$ cat config.mk
export PLATFORM = sky130hd
export DESIGN_NAME = twdl_idx_gen
export DESIGN_NICKNAME = d
export VERILOG_FILES = /design/src/rtl/twdl_idx_gen.sv
export SDC_FILE = /design/constraint.sdc
export NUM_CORES = 1
export LEC_CHECK = 0
export CAP_MARGIN = 40
export CORE_AREA = 2 2 179 181
export DETAILED_ROUTE_END_ITERATION = 6
export DIE_AREA = 0 0 181 183
export GPL_TIMING_DRIVEN = 0
export PLACE_DENSITY = 0.7
export SETUP_SLACK_MARGIN = 0.2
export SYNTH_ARGS = -nofsm -noshare
export SYNTH_HDL_FRONTEND = slang
export SYNTH_SLANG_ARGS = --single-unit
$ cat constraint.sdc
create_clock -name clk -period 4.2 [get_ports clk]
set_input_delay 0.63 -clock clk [delete_from_list [all_inputs] [get_ports clk]]
set_output_delay 0.63 -clock clk [all_outputs]
set_load 0.05 [all_outputs]
$ cat src/rtl/twdl_idx_gen.sv
// Twiddle index generator: per-lane numerators k*m and denominator L for a
// mixed-radix FFT stage, built from accumulators, with data aligned by one register.
module twdl_idx_gen #(
  parameter int unsigned wDataInOut = 18,
  parameter int unsigned wIdx       = 12
) (
  input  logic                         clk,
  input  logic                         rst_n,
  input  logic        [2:0]            cfg_factor,
  input  logic        [wIdx-1:0]       cfg_span,
  input  logic                         in_val,
  input  logic                         in_sop,
  input  logic signed [wDataInOut-1:0] din_real [0:4],
  input  logic signed [wDataInOut-1:0] din_imag [0:4],
  output logic                         out_val,
  output logic                         out_sop,
  output logic        [2:0]            factor,
  output logic        [0:4][wIdx-1:0]  twdl_numrtr,
  output logic        [wIdx-1:0]       twdl_demontr,
  output logic signed [wDataInOut-1:0] dout_real [0:4],
  output logic signed [wDataInOut-1:0] dout_imag [0:4],
  output logic                         cfg_err
);

  typedef enum logic [0:0] {StIdle, StRun} state_e;

  state_e                      state_q, state_d;
  logic [2:0]                  factor_q, factor_d;
  logic [wIdx-1:0]             span_q, span_d;
  logic [wIdx-1:0]             acc_q, acc_d;
  logic [0:4][wIdx-1:0]        num_q, num_d;
  logic                        cfg_err_q, cfg_err_d;
  logic                        out_val_q, out_val_d;
  logic                        out_sop_q, out_sop_d;
  logic [0:4][wIdx-1:0]        numrtr_q, numrtr_d;
  logic signed [wDataInOut-1:0] dre_q [0:4];
  logic signed [wDataInOut-1:0] dre_d [0:4];
  logic signed [wDataInOut-1:0] dim_q [0:4];
  logic signed [wDataInOut-1:0] dim_d [0:4];

  logic [wIdx:0] acc_sum;
  logic          cfg_bad;

  always_comb begin
    state_d   = state_q;
    factor_d  = factor_q;
    span_d    = span_q;
    acc_d     = acc_q;
    num_d     = num_q;
    cfg_err_d = cfg_err_q;
    out_val_d = 1'b0;
    out_sop_d = 1'b0;
    numrtr_d  = '0;
    for (int k = 0; k < 5; k++) begin
      dre_d[k] = '0;
      dim_d[k] = '0;
    end

    // One extra bit so acc+r cannot wrap before being compared against L.
    acc_sum = {1'b0, acc_q} + (wIdx+1)'(factor_q);
    cfg_bad = (cfg_factor < 3'd2) || (cfg_factor > 3'd5) ||
              (cfg_span < wIdx'(cfg_factor)) || (cfg_span == '0);

    if (in_val && in_sop) begin
      state_d   = StRun;
      factor_d  = cfg_factor;
      span_d    = cfg_span;
      cfg_err_d = cfg_err_q | cfg_bad;
      out_val_d = 1'b1;
      out_sop_d = 1'b1;
      acc_d     = wIdx'(cfg_factor);
      for (int k = 0; k < 5; k++) begin
        num_d[k] = wIdx'(k);
        dre_d[k] = din_real[k];
        dim_d[k] = din_imag[k];
      end
    end else if (in_val && (state_q == StRun)) begin
      out_val_d = 1'b1;
      for (int k = 0; k < 5; k++) begin
        // Lanes beyond the radix get twiddle 1.
        numrtr_d[k] = (k < int'(factor_q)) ? num_q[k] : '0;
        dre_d[k]    = din_real[k];
        dim_d[k]    = din_imag[k];
      end
      if (acc_sum >= {1'b0, span_q}) begin
        acc_d = '0;
        num_d = '0;
      end else begin
        acc_d = acc_sum[wIdx-1:0];
        for (int k = 0; k < 5; k++) begin
          num_d[k] = num_q[k] + wIdx'(k);
        end
      end
    end
  end

  always_ff @(posedge clk) begin
    if (!rst_n) begin
      state_q   <= StIdle;
      factor_q  <= 3'd2;
      span_q    <= wIdx'(3);
      acc_q     <= '0;
      num_q     <= '0;
      cfg_err_q <= 1'b0;
      out_val_q <= 1'b0;
      out_sop_q <= 1'b0;
      numrtr_q  <= '0;
      for (int k = 0; k < 5; k++) begin
        dre_q[k] <= '0;
        dim_q[k] <= '0;
      end
    end else begin
      state_q   <= state_d;
      factor_q  <= factor_d;
      span_q    <= span_d;
      acc_q     <= acc_d;
      num_q     <= num_d;
      cfg_err_q <= cfg_err_d;
      out_val_q <= out_val_d;
      out_sop_q <= out_sop_d;
      numrtr_q  <= numrtr_d;
      for (int k = 0; k < 5; k++) begin
        dre_q[k] <= dre_d[k];
        dim_q[k] <= dim_d[k];
      end
    end
  end

  assign out_val      = out_val_q;
  assign out_sop      = out_sop_q;
  assign factor       = factor_q;
  assign twdl_numrtr  = numrtr_q;
  assign twdl_demontr = span_q;
  assign cfg_err      = cfg_err_q;
  assign dout_real    = dre_q;
  assign dout_imag    = dim_q;

endmodule

==> results of run 1 <==
[timing repair]
action	CTS	global route
cloned	0	0
setup endpoints to repair	46	58
pin swaps	0	1
resized for setup	1	14
[cell usage after synthesis (2+ instances only)]
cell type / number
xnor2_1: 14
a31oi_1: 2
ha_1: 21
o21ai_0: 4
and4_1: 2
clkbuf_1: 35
nor2b_1: 4
nand2_1: 66
dfxtp_1: 307
a22o_1: 8
buf_4: 14
a21oi_1: 12
nor3_1: 2
a21oi_2: 2
a21boi_1: 4
o211ai_1: 3
a21boi_0: 12
nand4_1: 15
xor2_1: 35
o21a_1: 5
nand3_1: 21
nor2_1: 63
o22ai_1: 2
and3_1: 9
and2_1: 234
o21ai_1: 2
inv_1: 26
buf_2: 7
[flip-flops by register name, indices dropped and copies added (netlist names)]
name and count:
num_q 48, acc_q 12, factor 3, dout_imag 90, twdl_numrtr 48, state_q 1, out_val 1, dout_real 90
cfg_err 1, twdl_demontr 12, out_sop 1
[final timing paths]
kind                            slack (ns)         to  startpoint  depth (start not counted)
worst max-delay path                  0.41  num_q[46]   factor[0]                         16
worst min-delay path                  0.42  num_q[24]   num_q[24]                          2
worst max register to register        0.41  num_q[46]   factor[0]                         16
worst min register to register        0.42  num_q[24]   num_q[24]                          2
[worst max-delay path, stage by stage (launching register included)]
cell       delay [ns]
dfxtp_4          0.39
ha_1             0.17
inv_1            0.05
fa_1             0.41
nor2b_2          0.17
o2111ai_2        0.18
inv_2            0.11
nand3_1          0.14
xnor2_2          0.18
ha_1             0.32
and3_1           0.21
a221o_1          0.30
a311o_1          0.37
a21oi_4          0.23
a21oi_2          0.15
buf_4            0.21
nor2_1           0.12
[cells in the final DEF (no fill, tap or decap), types with 25 or more instances in the layout]
| master | count |
|---|---|
| xor2_1 | 35 |
| and2_1 | 234 |
| dfxtp_1 | 305 |
| clkbuf_1 | 43 |
| clkbuf_16 | 35 |
| inv_1 | 25 |
| clkdlybuf4s50_1 | 444 |
| nor2_1 | 63 |
| nand2_1 | 66 |
[kinds of logic after synthesis]
| logic type | Yosys count | synth area share [%] |
|---|---|---|
| compound gates | 64 | 4.58 |
| xor+xnor | 49 | 4.31 |
| fa+ha+maj | 22 | 2.84 |
| buf+inv | 82 | 3.70 |
| flops | 307 | 61.7 |
| other cells | 1 | 0.0376 |
| simple gates | 419 | 22.9 |
[per-stage QoR]
step | worst slack, ns | hold slack, ns | total power [µW] | utilization, % | cell area [µm²]
after CTS | 0.255 | 0.426 | 6860 | 51.4 | 16000
after floorplan | 0.445 | 0.404 | 3550 | - | 10000
after global routing | 0.198 | 0.445 | 7040 | 51.5 | 16100
after detailed placement | 0.191 | 0.417 | 3960 | 47.9 | 15000
final | 0.414 | 0.423 | 6770 | 51.5 | 16100
after global placement | 0.229 | 0.410 | 3950 | 47.9 | 15000
[routing by layer]
layer	vias up	track usage [%]	part of all wire (%)
li1	3955	-	-
met1	3604	20.9	41
met2	325	30.3	48
met3	60	5.34	8.5
met4	0	6.80	3.1
met5	-	0	0
[final cells by class]
type                            count  area (µm²)  share of cell area [%]
Buffer                             56         283                    1.76
Clock buffer                       51        1020                    6.32
Clock inverter                      7        68.8                   0.428
Inverter                           26        97.6                   0.607
Multi-Input combinational cell    566        3510                    21.9
Sequential cell                   307        6150                    38.3
Tap cell                          402         503                    3.13
Timing Repair Buffer              444        4440                    27.6
[power by group]
group	internal, µW	leakage (µW)	switching, µW
logic	376	0.00334	493
clock network	1730	0.000529	1140
registers	2990	0.00250	35.5
total	5100	0.00637	1670
==> results.toml, run 1 <==
[cells_and_area]
syn_to_final_growth_pct = 61.4
nFillCells = 2842
diodes = 0
drive_gt1_share_pct = 5.63
finalNetCount = 1657
final_cells = 1859

[floorplanning]
die_height_um = 183
num_rows = 65
initial_core_util_pct = 31.9
ios = 457
core_area_mm2 = 0.0312
die_area_mm2 = 0.0331
die_x_um = 181

[placed_design]
dp.cells = 1801
portBuffers = 444
gp_congestion = 0.787
dp_hpwl_um = 23700

[grt]
grt_overflow = 0
grt_max_degree = 14
grt_pass1_vias = 8082
grt_pass1_wl_um = 45500
grtUsageTotal_pct = 17.7
antenna_found_initial = 0

[power]
powerDensity_mw_per_mm2 = 421
power_leakage_uw = 0.00637
peakVddDrop_v = 0.000329

[timing]
min_period_over_period_pct = 90.1
setup_viol = 0
slew_viol_final = 0
hold_viol_final = 0
min_period_ns = 3.79
setup-tns-final_ns = 0
rsz0062_at_grt = "no"
timing.fmax_mhz = 264
slew_headroom_pct = 56.8
worstMarginPinSlew_ns = 0.649
finalClockSkew_ns = 0.0147

[clock_network]
clk_pin_slew_ns = 0.06
cts_root_buffer = "clkbuf_16"
clkLatencyLatePin_ns = 0.50
hold_buffers = 0
cts.path.max_buffers = 3
cts_tree = "yes"
cts_setup_buffers = 0
numCtsBuffers = 35
clock-sinks = 307
cts.htree.levels = 2

[synth]
synth_ff_type = "dfxtp_1"
seq_area_frac_synth_pct = 61.7
syn_area_per_cell_um2 = 10.6
syn-cell-area_mm2 = 0.00996
netlist.area_leader.share_pct = 61.7
synth.area.top_cells = "dfxtp_1, and2_1, xor2_1"
syn_inst = 944
async_flop_share_pct = 0
synth_edf_count = 0
ys_types = 41
synth_warnings = 0
synth_top_area_cell = "dfxtp_1"
ys_ff_latch = 307

[worst_setup_path]
arrival_ns = 4.21
cp_max_fo = 10
cp-start-kind = "flop"
worstPathRequired_ns = 4.63
critPathCaptureType = "flop"
worst-setup-path-type = "reg2reg"

[hold_path]
hp-class = "reg2reg"

[drt]
drc = 0
vias_per_cell = 4.27
ant_nets = 0
drt_iter0_drc = 258
drtPass1Iterations = 4
vias = 7944
wl_per_cell_um = 16.4
drt-total-wl_um = 30500

[run]
maxCapViolations = 0

[outcome]
status = "completed"
Note: power is estimated with default switching activity, not from simulation.
==> run 2: changes to the inputs <==
- CTS_BUF_LIST: unset -> sky130_fd_sc_hd__clkbuf_16
==> run 2 against run 1 <==
Effect of this change:
- global-route usage barely moved
- first-iteration DRC count decreased by 4.7%
- critical endpoint unchanged
- maximum frequency decreased by 0.25%
- clock skew decreased by 0.0016 ns
- core utilization fell by 0.26 points
- cell count did not move
- highest routed layer unchanged
- routed wire length is 0.18% lower
- final area down 0.50%
- critical path depth unchanged
- sequential power is essentially flat
- register-to-register slack about the same
- die area unchanged
==> results.toml, run 2 (synthesis results as in run 1) <==
[outcome]
status = "completed"

[clock_network]
clkLatencyLatePin_ns = 0.50
cts.htree.levels = 2
cts_root_buffer = "clkbuf_16"
numCtsBuffers = 35
clock-sinks = 307
clk_pin_slew_ns = 0.06
cts.path.max_buffers = 3
cts_tree = "yes"

[hold_path]
hp-start = "num_q[24]"
hp-class = "reg2reg"

[grt]
grt_max_degree = 14
antenna_found_initial = 0
grtUsageTotal_pct = 17.7
grt_pass1_vias = 8061
grt_pass1_wl_um = 45400
grt_overflow = 0

[drt]
vias_per_cell = 4.27
vias = 7931
drtPass1Iterations = 4
ant_nets = 0
drc = 0
wl_per_cell_um = 16.4
drt-total-wl_um = 30400
drt_iter0_drc = 246

[timing]
slew_viol_final = 0
setup-tns-final_ns = 0
hold_viol_final = 0
slew_headroom_pct = 55.5
rsz0062_at_grt = "no"
finalClockSkew_ns = 0.0131
timing.fmax_mhz = 264
min_period_over_period_pct = 90.4
min_period_ns = 3.79
whs_ns = 0.425
setup_viol = 0
worstMarginPinSlew_ns = 0.667

[cells_and_area]
utilization_pct = 51.2
diodes = 0
drive_gt1_share_pct = 5.08
mostFrequentLayoutCell = "clkdlybuf4s50_1"
layout_common_cells = "clkdlybuf4s50_1, dfxtp_1, and2_1"
syn_to_final_growth_pct = 60.5
final_cells = 1859
finalNetCount = 1657

[floorplanning]
die_area_mm2 = 0.0331
ios = 457
die_x_um = 181
die_height_um = 183
num_rows = 65
core_area_mm2 = 0.0312
initial_core_util_pct = 31.9

[power]
powerDensity_mw_per_mm2 = 412
power_leakage_uw = 0.00635
peakVddDrop_v = 0.000328

[worst_setup_path]
worst-setup-path-type = "reg2reg"
critPathCaptureType = "flop"
cp_max_fo = 10
worstPathRequired_ns = 4.62
critPathLaunch = "factor[0]"
cp-start-kind = "flop"
r2r-start = "factor[0]"
arrival_ns = 4.22

[placed_design]
dp_hpwl_um = 23700
portBuffers = 444
dp.cells = 1801
gp_congestion = 0.787

[run]
maxCapViolations = 0
[run 2: what timing repair did]
action / in CTS / in global routing
buffers inserted: 0 / 0
pin swaps: 0 / 1
hold endpoints to repair: 0 / 0
resized for setup: 1 / 14
hold buffers: 0 / 0
setup endpoints to repair: 46 / 58
gates cloned: 0 / 0
[run 2: final timing paths]
kind / to / cells after the start / slack [ns]
worst max-delay path: num_q[46] / 16 / 0.41
worst min-delay path: num_q[24] / 2 / 0.43
worst max register to register: num_q[46] / 16 / 0.41
worst min register to register: num_q[24] / 2 / 0.43
[run 2: layer usage]
metal	global-route usage, %	routed length (µm)	vias up
met5	0	0	-
met4	6.70	948	0
met3	5.38	2380	58
met2	30.2	14500	313
met1	21.0	12600	3604
li1	-	-	3956
[run 2: stage by stage]
step	cell area, µm²	setup WS [ns]	power (µW)
floorplan	10000	0.445	3550
global placement	15000	0.229	3950
detailed placement	15000	0.191	3960
CTS	16000	0.253	6690
global route	16000	0.195	6870
finish	16000	0.405	6600
[run 2: critical path, cell delays in order, from the launching register on]
cell and delay (ns):
dfxtp_4 0.39, ha_1 0.17, inv_1 0.05, fa_1 0.41, nor2b_2 0.17, o2111ai_2 0.18, inv_2 0.11, nand3_1 0.13
xnor2_2 0.18, ha_1 0.32, and3_1 0.21, a221o_1 0.30, a311o_1 0.37, a21oi_4 0.23, a21oi_2 0.16, buf_4 0.22
nor2_1 0.12
[run 2: area by class of cell]
cell class              instances  area, µm²
repair buffers                444       4440
plain buffers                  56        283
fillers                      2858      15200
inverters                      26       97.6
flip-flops and latches        307       6150
multi-input cells             566       3510
clock inverters                23        129
clock buffers                  35        876
well taps                     402        503
[run 2: where the power goes]
group          total (µW)  switching (µW)  leakage [µW]  internal [µW]
logic                 870             494       0.00334            376
registers            3030            35.3       0.00250           2990
clock network        2700            1130      0.000517           1560
==> run 3: changes to the inputs <==
- CORE_AREA: 2 2 179 181 -> 2 2 178 180
- CTS_CLUSTER_DIAMETER: unset -> 40
- DIE_AREA: 0 0 181 183 -> 0 0 180 182
- PLACE_DENSITY: 0.7 -> 0.65
- clock period: 4.2 -> 4.55 ns (I/O delays scaled with it)
==> run 3 against run 2 <==
Effect of this change:
- core utilization grew 1.8 points
- clock skew grew 0.0054 ns
- final area increased by 2.6%
- total power grew 4.5%
- setup slack improved by 0.15 ns
- critical path depth stayed put
- first-iteration DRC count increased by 14%
- sequential cell count did not move
==> results.toml, run 3 (synthesis results as in run 1) <==
[outcome]
status = "completed"

[worst_setup_path]
critPathCaptureType = "flop"
cp_max_fo = 10
crit_buf_inv = 3
slowest_delay_ns = 0.47
worstPathRequired_ns = 5.00
arrival_ns = 4.45
cp-start-kind = "flop"
cp_top_family = "compound AO/OA/AOI/OAI gates"
worst-setup-path-type = "reg2reg"
crit_slowest_cell = "dfxtp_1"
cp_cell_sequence = "ha_1 -> inv_1 -> fa_1 -> nor2b_1 -> o2111ai_1 -> inv_1 -> nand3_1 -> xnor2_1 -> ha_1 -> and3_1 -> a221o_1 -> a311o_1 -> a21oi_2 -> a21oi_2 -> buf_2 -> nor2_1"

[clock_network]
hold_buffers = 0
clock-sinks = 307
clkLatencyLatePin_ns = 0.53
ctsResizeCount = 0
clk_pin_slew_ns = 0.06
cts_setup_buffers = 0
cts.htree.levels = 2
cts_tree = "yes"
cts_root_buffer = "clkbuf_16"
numCtsBuffers = 44
cts.path.max_buffers = 3

[placed_design]
gp_congestion = 0.854
portBuffers = 444
place_area_mm2 = 0.0150
dp_hpwl_um = 24000

[floorplanning]
die_x_um = 180
num_rows = 65
die_area_mm2 = 0.0328
initial_core_util_pct = 32.2
ios = 457
die_height_um = 182
core_area_mm2 = 0.0310

[cells_and_area]
layout_common_cells = "clkdlybuf4s50_1, dfxtp_1, and2_1"
finalNetCount = 1666
utilization_pct = 53.0
stdcell_area_mm2 = 0.0164
syn_to_final_growth_pct = 64.8
drive_gt1_share_pct = 6.82
diodes = 0
mostFrequentLayoutCell = "clkdlybuf4s50_1"

[power]
total_power_uw = 6900
peakVddDrop_v = 0.000354
power_leakage_uw = 0.00655
powerDensity_mw_per_mm2 = 420

[timing]
setup-tns-final_ns = 0
setup_viol = 0
slew_viol_final = 0
min_period_ns = 4.00
worstMarginPinSlew_ns = 0.637
finalClockSkew_ns = 0.0185
slew_headroom_pct = 57.4
min_period_over_period_pct = 87.8
whs_ns = 0.423
rsz0062_at_grt = "no"
hold_viol_final = 0
timing.fmax_mhz = 250

[grt]
grt_max_degree = 15
grt_pass1_vias = 8029
antenna_found_initial = 1
grt_overflow = 0
grt_pass1_wl_um = 46700
grtUsageTotal_pct = 18.2

[drt]
drt_iter0_drc = 280
drtPass1Iterations = 4
wl_per_cell_um = 16.4
drt-total-wl_um = 30800
ant_nets = 0
drc = 0
vias_per_cell = 4.25
vias = 7999

[hold_path]
hp-class = "reg2reg"

[run]
maxCapViolations = 0
-- run 3: cell count changes in the layout (fill, tap and decap cells not counted), moves of 2 or more --
cell / before / now
buf_2: 4 / 7
buf_4: 16 / 14
bufinv_16: 1 / 3
clkbuf_16: 35 / 46
clkinv_1: 8 / 4
clkinv_2: 3 / 9
clkinv_4: 0 / 6
clkinvlp_4: 2 / 5
dfxtp_1: 305 / 307
inv_1: 33 / 29
inv_6: 1 / 3
inv_8: 0 / 2
-- run 3: path summary, 6_finish.rpt --
| check | start | end | slack [ns] | cells after the start |
|---|---|---|---|---|
| hold reg to reg | num_q[24] | num_q[24] | 0.42 | 2 |
| hold / removal | num_q[24] | num_q[24] | 0.42 | 2 |
| setup / recovery | factor[0] | num_q[47] | 0.55 | 16 |
| setup reg to reg | factor[0] | num_q[47] | 0.55 | 16 |
-- run 3: tightest hold or removal path: cells and delay by family, from the launching register on --
family / cells / cell delay, ns
DFF: 1 / 0.30
buffers and inverters: 1 / 0.04
and+or+nand+nor: 1 / 0.03
-- run 3: area by class of cell --
| class | instances | area (µm²) |
|---|---|---|
| repair buffers | 444 | 4440 |
| multi-input cells | 566 | 3490 |
| plain buffers | 56 | 272 |
| well taps | 402 | 503 |
| clock buffers | 46 | 1150 |
| inverters | 26 | 97.6 |
| clock inverters | 36 | 317 |
| flip-flops and latches | 307 | 6150 |
| fillers | 2796 | 14600 |
-- run 3: power by group --
part           switching (µW)  total, µW  internal [µW]
sequential               31.6       2800           2770
combinational             452        793            342
clock                    1270       3310           2030
total                    1760       6900           5140
-- run 3: stage by stage --
| stage | instances | worst slack [ns] |
|---|---|---|
| finish | 1883 | 0.553 |
| CTS | 1883 | 0.530 |
| floorplan | 955 | 0.795 |
| global placement | 1801 | 0.621 |
| detailed placement | 1801 | 0.591 |
| global route | 1883 | 0.221 |
-- run 3: routing by layer --
| metal | track usage [%] | part of all wire (%) | vias up | routed length, µm |
|---|---|---|---|---|
| met1 | 21.5 | 41 | 3626 | 12700 |
| met4 | 6.63 | 3.0 | 2 | 927 |
| met2 | 30.9 | 48 | 332 | 14800 |
| li1 | - | - | 3984 | - |
| met5 | 0 | 0.042 | - | 13 |
| met3 | 5.82 | 8.0 | 55 | 2480 |
